$ cat config.mk
export PLATFORM = sky130hd
export DESIGN_NAME = serial_adder_flat
export DESIGN_NICKNAME = d
export VERILOG_FILES = /design/src/rtl/serial_adder_pkg.sv /design/src/rtl/serial_adder_if.sv /design/src/rtl/serial_adder_digit_adder.sv /design/src/rtl/serial_adder.sv /design/src/flat_wrapper.sv
export SDC_FILE = /design/constraint.sdc
export NUM_CORES = 1
export LEC_CHECK = 0
export ABC_AREA = 1
export CAP_MARGIN = 20
export CORE_ASPECT_RATIO = 0.9
export CORE_UTILIZATION = 55
export DETAILED_ROUTE_END_ITERATION = 8
export PLACE_DENSITY = 0.94
export REMOVE_ABC_BUFFERS = 1
export SYNTH_ARGS = -nofsm -noshare
export SYNTH_HDL_FRONTEND = slang
export SYNTH_HIERARCHICAL = 1
export SYNTH_SLANG_ARGS = --single-unit
$ cat constraint.sdc
create_clock -name clk -period 2.5 [get_ports clk]
set_input_delay 0.5 -clock clk [delete_from_list [all_inputs] [get_ports clk]]
set_output_delay 0.5 -clock clk [all_outputs]
set_load 0.02 [all_outputs]
$ cat src/rtl/serial_adder_pkg.sv
// Shared definitions for the serial adder.
//   state_t : FSM state encoding (IDLE=0, RUN=1, DONE=2).
//   clog2   : ceiling log2, used to size the slice counter.
package serial_adder_pkg;

  typedef enum logic [1:0] {
    IDLE = 2'd0,
    RUN  = 2'd1,
    DONE = 2'd2
  } state_t;

  function automatic int clog2(input int value);
    int res;
    int v;
    res = 0;
    v   = value - 1;
    while (v > 0) begin
      res = res + 1;
      v   = v >> 1;
    end
    return res;
  endfunction

endpackage

$ cat src/rtl/serial_adder_if.sv
// Request/result bundle of the serial adder.
//   start, a, b, cin, sub : request side, driven by the master.
//   busy, done, s, cout, ovf : status/result side, driven by the adder.
interface serial_adder_if #(
  parameter int WIDTH = 8
);

  logic             start;
  logic [WIDTH-1:0] a;
  logic [WIDTH-1:0] b;
  logic             cin;
  logic             sub;
  logic             busy;
  logic             done;
  logic [WIDTH-1:0] s;
  logic             cout;
  logic             ovf;

  modport master (
    output start, a, b, cin, sub,
    input  busy, done, s, cout, ovf
  );

  modport slave (
    input  start, a, b, cin, sub,
    output busy, done, s, cout, ovf
  );

endinterface

$ cat src/rtl/serial_adder_digit_adder.sv
// DIGIT-bit ripple-carry slice.
//   a, b  : slice operands
//   cin   : carry into the slice LSB
//   s     : slice sum
//   cout  : carry out of the slice MSB
//   c_msb : carry into the slice MSB (used for signed overflow on the last slice)
module digit_adder #(
  parameter int DIGIT = 1
) (
  input  logic [DIGIT-1:0] a,
  input  logic [DIGIT-1:0] b,
  input  logic             cin,
  output logic [DIGIT-1:0] s,
  output logic             cout,
  output logic             c_msb
);

  always_comb begin
    logic c;
    s     = '0;
    c     = cin;
    c_msb = cin;
    for (int i = 0; i < DIGIT; i++) begin
      if (i == DIGIT - 1) c_msb = c;
      s[i] = a[i] ^ b[i] ^ c;
      c    = (a[i] & b[i]) | (c & (a[i] ^ b[i]));
    end
    cout = c;
  end

endmodule

$ cat src/rtl/serial_adder.sv
// Digit-serial adder/subtractor.
//   clk, rst : clock and synchronous active-high reset
//   bus      : serial_adder_if slave (start/a/b/cin/sub in, busy/done/s/cout/ovf out)
// An accepted request takes WIDTH/DIGIT RUN cycles, LSB slice first; the
// result registers update only on the final slice and hold until the next one.
module serial_adder
  import serial_adder_pkg::*;
#(
  parameter int WIDTH = 8,
  parameter int DIGIT = 1
) (
  input logic           clk,
  input logic           rst,
  serial_adder_if.slave bus
);

  localparam int N     = WIDTH / DIGIT;
  localparam int CNT_W = (clog2(N) < 1) ? 1 : clog2(N);
  localparam logic [CNT_W-1:0] LAST = CNT_W'(N - 1);

  if (WIDTH < 2 || DIGIT < 1 || (WIDTH % DIGIT) != 0) begin : g_bad_params
    $error("serial_adder: WIDTH must be >= 2 and a multiple of DIGIT");
  end

  state_t           state;
  logic [CNT_W-1:0] cnt;
  logic             carry;
  logic             busy_r;
  logic             done_r;
  logic [WIDTH-1:0] s_r;
  logic             cout_r;
  logic             ovf_r;

  logic [WIDTH-1:0] a_sh;
  logic [WIDTH-1:0] b_sh;
  logic [WIDTH-1:0] acc;
  logic [WIDTH-1:0] acc_next;

  logic [DIGIT-1:0] sl_s;
  logic             sl_cout;
  logic             sl_cmsb;
  logic             accept;

  assign accept = (state != RUN) && bus.start;

  digit_adder #(.DIGIT(DIGIT)) u_digit (
    .a     (a_sh[DIGIT-1:0]),
    .b     (b_sh[DIGIT-1:0]),
    .cin   (carry),
    .s     (sl_s),
    .cout  (sl_cout),
    .c_msb (sl_cmsb)
  );

  // Slice sums enter at the top and drift down, so after N slices the
  // first (LSB) slice sits at bit 0.
  assign acc_next = (acc >> DIGIT) | (WIDTH'(sl_s) << (WIDTH - DIGIT));

  // Operand shifters and partial-result accumulator (no reset needed: fully
  // reloaded on accept and fully shifted through before use).
  always_ff @(posedge clk) begin
    if (accept) begin
      a_sh <= bus.a;
      b_sh <= bus.b ^ {WIDTH{bus.sub}};
    end else if (state == RUN) begin
      a_sh <= a_sh >> DIGIT;
      b_sh <= b_sh >> DIGIT;
      acc  <= acc_next;
    end
  end

  // Control FSM with registered outputs.
  always_ff @(posedge clk) begin
    if (rst) begin
      state  <= IDLE;
      cnt    <= '0;
      carry  <= 1'b0;
      busy_r <= 1'b0;
      done_r <= 1'b0;
      s_r    <= '0;
      cout_r <= 1'b0;
      ovf_r  <= 1'b0;
    end else begin
      case (state)
        IDLE, DONE: begin
          done_r <= 1'b0;
          if (bus.start) begin
            // Subtraction is a + ~b + ~borrow_in.
            carry  <= bus.cin ^ bus.sub;
            cnt    <= '0;
            busy_r <= 1'b1;
            state  <= RUN;
          end else begin
            state <= IDLE;
          end
        end
        RUN: begin
          carry <= sl_cout;
          cnt   <= cnt + 1'b1;
          if (cnt == LAST) begin
            s_r    <= acc_next;
            cout_r <= sl_cout;
            ovf_r  <= sl_cmsb ^ sl_cout;
            busy_r <= 1'b0;
            done_r <= 1'b1;
            state  <= DONE;
          end
        end
        default: begin
          state  <= IDLE;
          busy_r <= 1'b0;
          done_r <= 1'b0;
        end
      endcase
    end
  end

  assign bus.busy = busy_r;
  assign bus.done = done_r;
  assign bus.s    = s_r;
  assign bus.cout = cout_r;
  assign bus.ovf  = ovf_r;

endmodule

$ cat src/flat_wrapper.sv
// flat-port wrapper written by rule: the top's interface ports become plain ports
module serial_adder_flat import serial_adder_pkg::*;
#(
  parameter int WIDTH = 8,
  parameter int DIGIT = 1
)
  (clk, rst, bus_start, bus_a, bus_b, bus_cin, bus_sub, bus_busy, bus_done, bus_s, bus_cout, bus_ovf);
  serial_adder_if #(.WIDTH(WIDTH)) bus_i ();
  input logic clk;
  input logic rst;
  input wire logic [$bits(bus_i.start)-1:0] bus_start;
  input wire logic [$bits(bus_i.a)-1:0] bus_a;
  input wire logic [$bits(bus_i.b)-1:0] bus_b;
  input wire logic [$bits(bus_i.cin)-1:0] bus_cin;
  input wire logic [$bits(bus_i.sub)-1:0] bus_sub;
  output wire logic [$bits(bus_i.busy)-1:0] bus_busy;
  output wire logic [$bits(bus_i.done)-1:0] bus_done;
  output wire logic [$bits(bus_i.s)-1:0] bus_s;
  output wire logic [$bits(bus_i.cout)-1:0] bus_cout;
  output wire logic [$bits(bus_i.ovf)-1:0] bus_ovf;
  assign bus_i.start = bus_start;
  assign bus_i.a = bus_a;
  assign bus_i.b = bus_b;
  assign bus_i.cin = bus_cin;
  assign bus_i.sub = bus_sub;
  assign bus_busy = bus_i.busy;
  assign bus_done = bus_i.done;
  assign bus_s = bus_i.s;
  assign bus_cout = bus_i.cout;
  assign bus_ovf = bus_i.ovf;
  serial_adder #(.WIDTH(WIDTH), .DIGIT(DIGIT)) u_core (.clk(clk), .rst(rst), .bus(bus_i));
endmodule
## Word-level counts from Yosys, hierarchy flattened

Index checks and enable logic that the tools add are counted.

| operators by class | value |
|---|---|
| reductions and logical operators | 10 |
| add/subtract/negate cells | 1 |
| eq/ne operators | 6 |
| mux-type cells | 14 |
| bitwise gates (word level) | 11 |

Operator list:

| operator | number |
|---|---|
| two-way mux 8 bit | 4 |
| bitwise OR 7 x 8 -> 8 bit | 1 |
| AND reduction 2 bit | 4 |
| bitwise XOR 8 bit | 1 |
| case mux 3 bit (2 select lines) | 1 |
| two-way mux 1 bit | 4 |
| != test 2 bit, second input constant | 2 |
| case mux 1 bit (2 select lines) | 2 |
| case mux 2 bit (2 select lines) | 1 |
| nonzero test 2 bit | 2 |
| OR reduction 2 bit | 2 |
| bitwise XOR 1 bit | 4 |
| adder 3 x 1 -> 3 bit, second input constant | 1 |
| equality test 3 bit, second input constant | 1 |
| two-way mux 3 bit | 1 |
| AND 1 bit | 2 |
| equality test 2 x 1 -> 1 bit, second input constant | 1 |
| equality test 2 bit, second input constant | 1 |
| logical NOT 2 bit | 1 |
| two-way mux 2 bit | 1 |
| != test 2 x 1 -> 1 bit, second input constant | 1 |
| NOT 1 bit | 2 |
| logical AND 1 bit | 1 |
| bitwise OR 1 bit | 1 |

| word-level totals | value |
|---|---|
| input port bits | 21 |
| output and inout bits | 12 |
| word-level logic and storage cells | 53 |
| register bits after elaboration | 42 |

## Longest topological paths before layout

| depth | value |
|---|---|
| depth after elaboration | 4 |
| gate-level depth with buffers | 8 |

## By module

Netlist, hierarchy kept.

Modules (own cells, without submodules):

| module | area an instance (um2) | times used | cells an instance | seq. area each (um2) |
|---|---|---|---|---|
| serial_adder | 1720.4 | 1 | 168 | 1051.0 |
| digit_adder | 27.5 | 1 | 2 | 0.0 |

## Least setup slack after synthesis

OpenSTA, ideal clock, no wires.

| timing path | value |
|---|---|
| path kind | input port to flip-flop |
| start point | input port bus_start |
| end point | register u_core.a_sh[0], enable pin |
| slack | 1.148 ns |
| arrival | 0.980 ns |
| cell stages on the path | 2 |
| path through | inv_1 nand2_1 |

| on the way | value |
|---|---|
| cells in the longest elaborated chain, start to end | 2 |

RTL lines:

| what | RTL line | source |
|---|---|---|
| start, declared | flat_wrapper.sv:11 | `input wire logic [$bits(bus_i.start)-1:0] bus_start;` |
| logical AND 1 bit | serial_adder.sv:44 | `assign accept = (state != RUN) && bus.start;` |
| nonzero test 2 bit (no line) | - |  |
| end signal, assigned | serial_adder.sv:63 | `a_sh <= bus.a;` |
| end signal, assigned | serial_adder.sv:66 | `a_sh <= a_sh >> DIGIT;` |
| end, declared | serial_adder.sv:34 | `logic [WIDTH-1:0] a_sh;` |

No other way between the ends.
A chain may end at the register's enable or synchronous reset.

## Worst setup path after layout

| timing path | value |
|---|---|
| start point | register u_core.ovf_r, in the netlist u_core/bus.ovf |
| end point | output port bus_ovf |

RTL lines:

| what | RTL line | source |
|---|---|---|
| start, declared | serial_adder.sv:32 | `logic ovf_r;` |
| start signal, assigned | serial_adder.sv:103 | `ovf_r <= sl_cmsb ^ sl_cout;` |
| end, declared | flat_wrapper.sv:20 | `output wire logic [$bits(bus_i.ovf)-1:0] bus_ovf;` |

No word-level cell between the ends.

==> results.sh <==
export IMPL_hp_start="u_core/acc[2]$_DFFE_PP_"
export IMPL_r2r_end="u_core/bus.s[4]$_SDFFE_PP0P_"
export IMPL_stdcell_area_um2=2130
export IMPL_path_max_fanout=2
export IMPL_crit_path_end_kind="output port"
export IMPL_cts_tree="yes"
export IMPL_powerDensity_nw_per_um2=604
export IMPL_ant_nets=0
export IMPL_ys_seq_area_frac=0.601
export IMPL_yosys_area_share_simple=0.183
export IMPL_final_common_cell="nand2_1"
export IMPL_antenna_found_initial=0
export IMPL_grtUsageTotal=0.200
export IMPL_ys_ff_latch=41
export IMPL_final_setup_viol_count=0
export IMPL_clock_power_share=0.248
export IMPL_fp_coreArea_um2=3040
export IMPL_finalMaxSlewViolations=0
export IMPL_path_cells="clkdlybuf4s50_1"
export IMPL_hp_class="flop to flop"
export IMPL_worstMarginPinSlew_ps=507
export IMPL_cts_sinks=41
export IMPL_final_nets=228
export IMPL_required_ps=2000
export IMPL_synth_area_per_cell_um2=10.3
export IMPL_grt_pass1_wl_mm=4.86
export IMPL_cts_resized=0
export IMPL_synth_xor_area_frac=0.0451
export IMPL_p_int_mw=0.960
export IMPL_drive_gt1_frac=0.112
export IMPL_rsz0062_at_grt="no"
export IMPL_ir_drop_mv=0.457
export IMPL_root_buffer="clkbuf_4"
export IMPL_fp_dieW_um=61.4
export IMPL_p_total_mw=1.29
export IMPL_vias=1213
export IMPL_worst_ep_arrival_time_ps=1360
export IMPL_wirelength_mm=2.99
export IMPL_first_iter_violations=69
export IMPL_overflow=0
export IMPL_path_clk_slew_ps=120
export IMPL_fin_ws_ps=643
export IMPL_crit_start="u_core/bus.ovf$_SDFFE_PP0P_"
export IMPL_synth_compound_area_share=0.0809
export IMPL_seq_power_share=0.621
export IMPL_n_antenna_cell=0
export IMPL_placed_cell_area_um2=2070
export IMPL_ys_types=26
export IMPL_timing_rr_start="u_core/cnt[0]$_SDFFE_PP0P_"
export IMPL_gp_congestion=0.745
export IMPL_synth_mux_area_frac=0
export IMPL_synth_cells=170
export IMPL_cts_setup_buffers=0
export IMPL_pre_cts_slack_ps=660
export IMPL_viasPerCell=4.91
export IMPL_cpPeakStageDelay_ps=620
export IMPL_r2r_setup_slack_ps=990
export IMPL_netlist_area_um2=1750
export IMPL_critical_path_class="flop to output port"
export IMPL_p_leak_nw=0.862
export IMPL_min_to="u_core/acc[1]$_DFFE_PP_"
export IMPL_post_route_util=0.699
export IMPL_p_sw_frac=0.254
export IMPL_dr_pass1_iters=4
export IMPL_relSlewSlack=0.661
export IMPL_grt_pass1_vias=1130
export IMPL_cts_buffer_depth=2
export IMPL_hold_path_depth=0
export IMPL_finalHoldViolCount=0
export IMPL_synth_top_family_by_area="simple AND/OR/NAND/NOR gates"
export IMPL_worstSetupStartpointType="flop"
export IMPL_start_util=0.574
export IMPL_combPwrFrac=0.131
export IMPL_fmaxAchievable_mhz=539
export IMPL_fp_dieH_um=55.5
export IMPL_fp_dieArea_um2=3410
export IMPL_fin_setup_tns_ps=0
export IMPL_outcome="complete, no violations"
export IMPL_post_dp_hpwl_mm=2.19
export IMPL_period_needed_ps=1860
export IMPL_ios=33
export IMPL_cp_slowest_cell="clkdlybuf4s50_1"
export IMPL_placement_rows=19
export IMPL_syn2layout_area_growth_pct=21.8
export IMPL_maxCapViolCount=0
export IMPL_cts_made_buffers=5
export IMPL_synth_fa_ha_area_frac=0.0258
export IMPL_skew_ps=9.73
export IMPL_cts_htree_levels=2
export IMPL_final_cell_mix="nand2_1 (42), clkdlybuf4s50_1 (32), nor2_1 (25)"
export IMPL_synth_warnings=6
export IMPL_port_buffer_count=32
export IMPL_routedWlPerCell_um=12.1
export IMPL_timing_critical_path_buf_inv=1
export IMPL_grt_max_degree=24
export IMPL_worstRegToRegCells=7
export IMPL_p_switching_mw=0.326
export IMPL_clkLatencyLatePin_ps=360
export IMPL_cp_top_family="buffers and inverters"
export IMPL_drc=0
export IMPL_hold_buffers=0
export IMPL_fin_crit_sh=0.743
## cells by family (layout without fill, tap and decap cells)
family | count (synthesis) | count (layout)
adders and majority gates | 3 | 3
buffers and inverters | 19 | 54
and+or+nand+nor | 75 | 75
xor gates and xnor gates | 9 | 9
DFF | 41 | 41
AOI/OAI and AO/OA | 23 | 23
## layer usage
layer  vias to the layer above  share of wire  global-route usage
met5                         -              0                   0
met4                         0          0.011              0.0635
met3                         3          0.044              0.0796
met2                        33           0.49               0.306
met1                       560           0.45               0.258
li1                        617              -                   -
## area by class of cell
type	count	area, um2
clock buffer	5	37.5
clock inverter	3	17.5
fill	267	915
inverter	13	56.3
sequential	41	1050
multi-input combinational	110	586
tap	42	52.6
timing repair buffer	33	328
## power groups by stage
stage	clock network (mW)	logic [mW]	registers, mW
final	0.319	0.168	0.798
after global routing	0.356	0.186	0.805
after CTS	0.329	0.168	0.799
after detailed placement	0	0.167	0.814
after global placement	0	0.160	0.811
after floorplan	0	0.104	0.808
## worst max-delay path by stage
stage,end,slack (ps),cells after the start
after floorplan,u_core/a_sh[0]$_DFFE_PP_,1150,2
after global placement,u_core/b_sh[3]$_DFFE_PP_,670,3
after detailed placement,u_core/b_sh[4]$_DFFE_PP_,660,3
after CTS,bus_ovf,630,1
after global routing,bus_ovf,580,1
final,bus_ovf,640,1
## stage by stage
step                std cells  hold slack (ps)
finish                    247              472
global placement          239              433
floorplan                 164              427
CTS                       247              469
detailed placement        239              443
global route              247              485
## flip-flops by register name, summed over array words and instances, names as in the netlist, 2 cells and up
name          flops
u_core/a_sh       8
u_core/acc        7
u_core/b_sh       8
u_core/bus.s      8
u_core/cnt        3
u_core/state      2
## synth_stat cells
cell       n  share of area
fa_1       1          0.011
nor3_1     1         0.0029
nand2_1   42          0.090
clkbuf_1   1         0.0021
inv_1     10          0.021
nand3_1    3         0.0086
inv_2      1         0.0021
xor2_1     1         0.0050
buf_12     1          0.011
inv_6      1         0.0050
buf_6      1         0.0064
buf_2      1         0.0029
a21oi_1    6          0.017
nor2_4     1         0.0064
o21ai_2    7          0.035
o21ai_0   10          0.029
edfxtp_1  23           0.40
nor2_8     1          0.011
dfxtp_1   18           0.21
ha_1       2          0.014
nor2_1    25          0.054
nand2_4    1         0.0064
buf_4      2         0.0086
nand2_2    1         0.0036
inv_4      1         0.0036
xnor2_1    8          0.040
(Power assumes the default switching activity.)
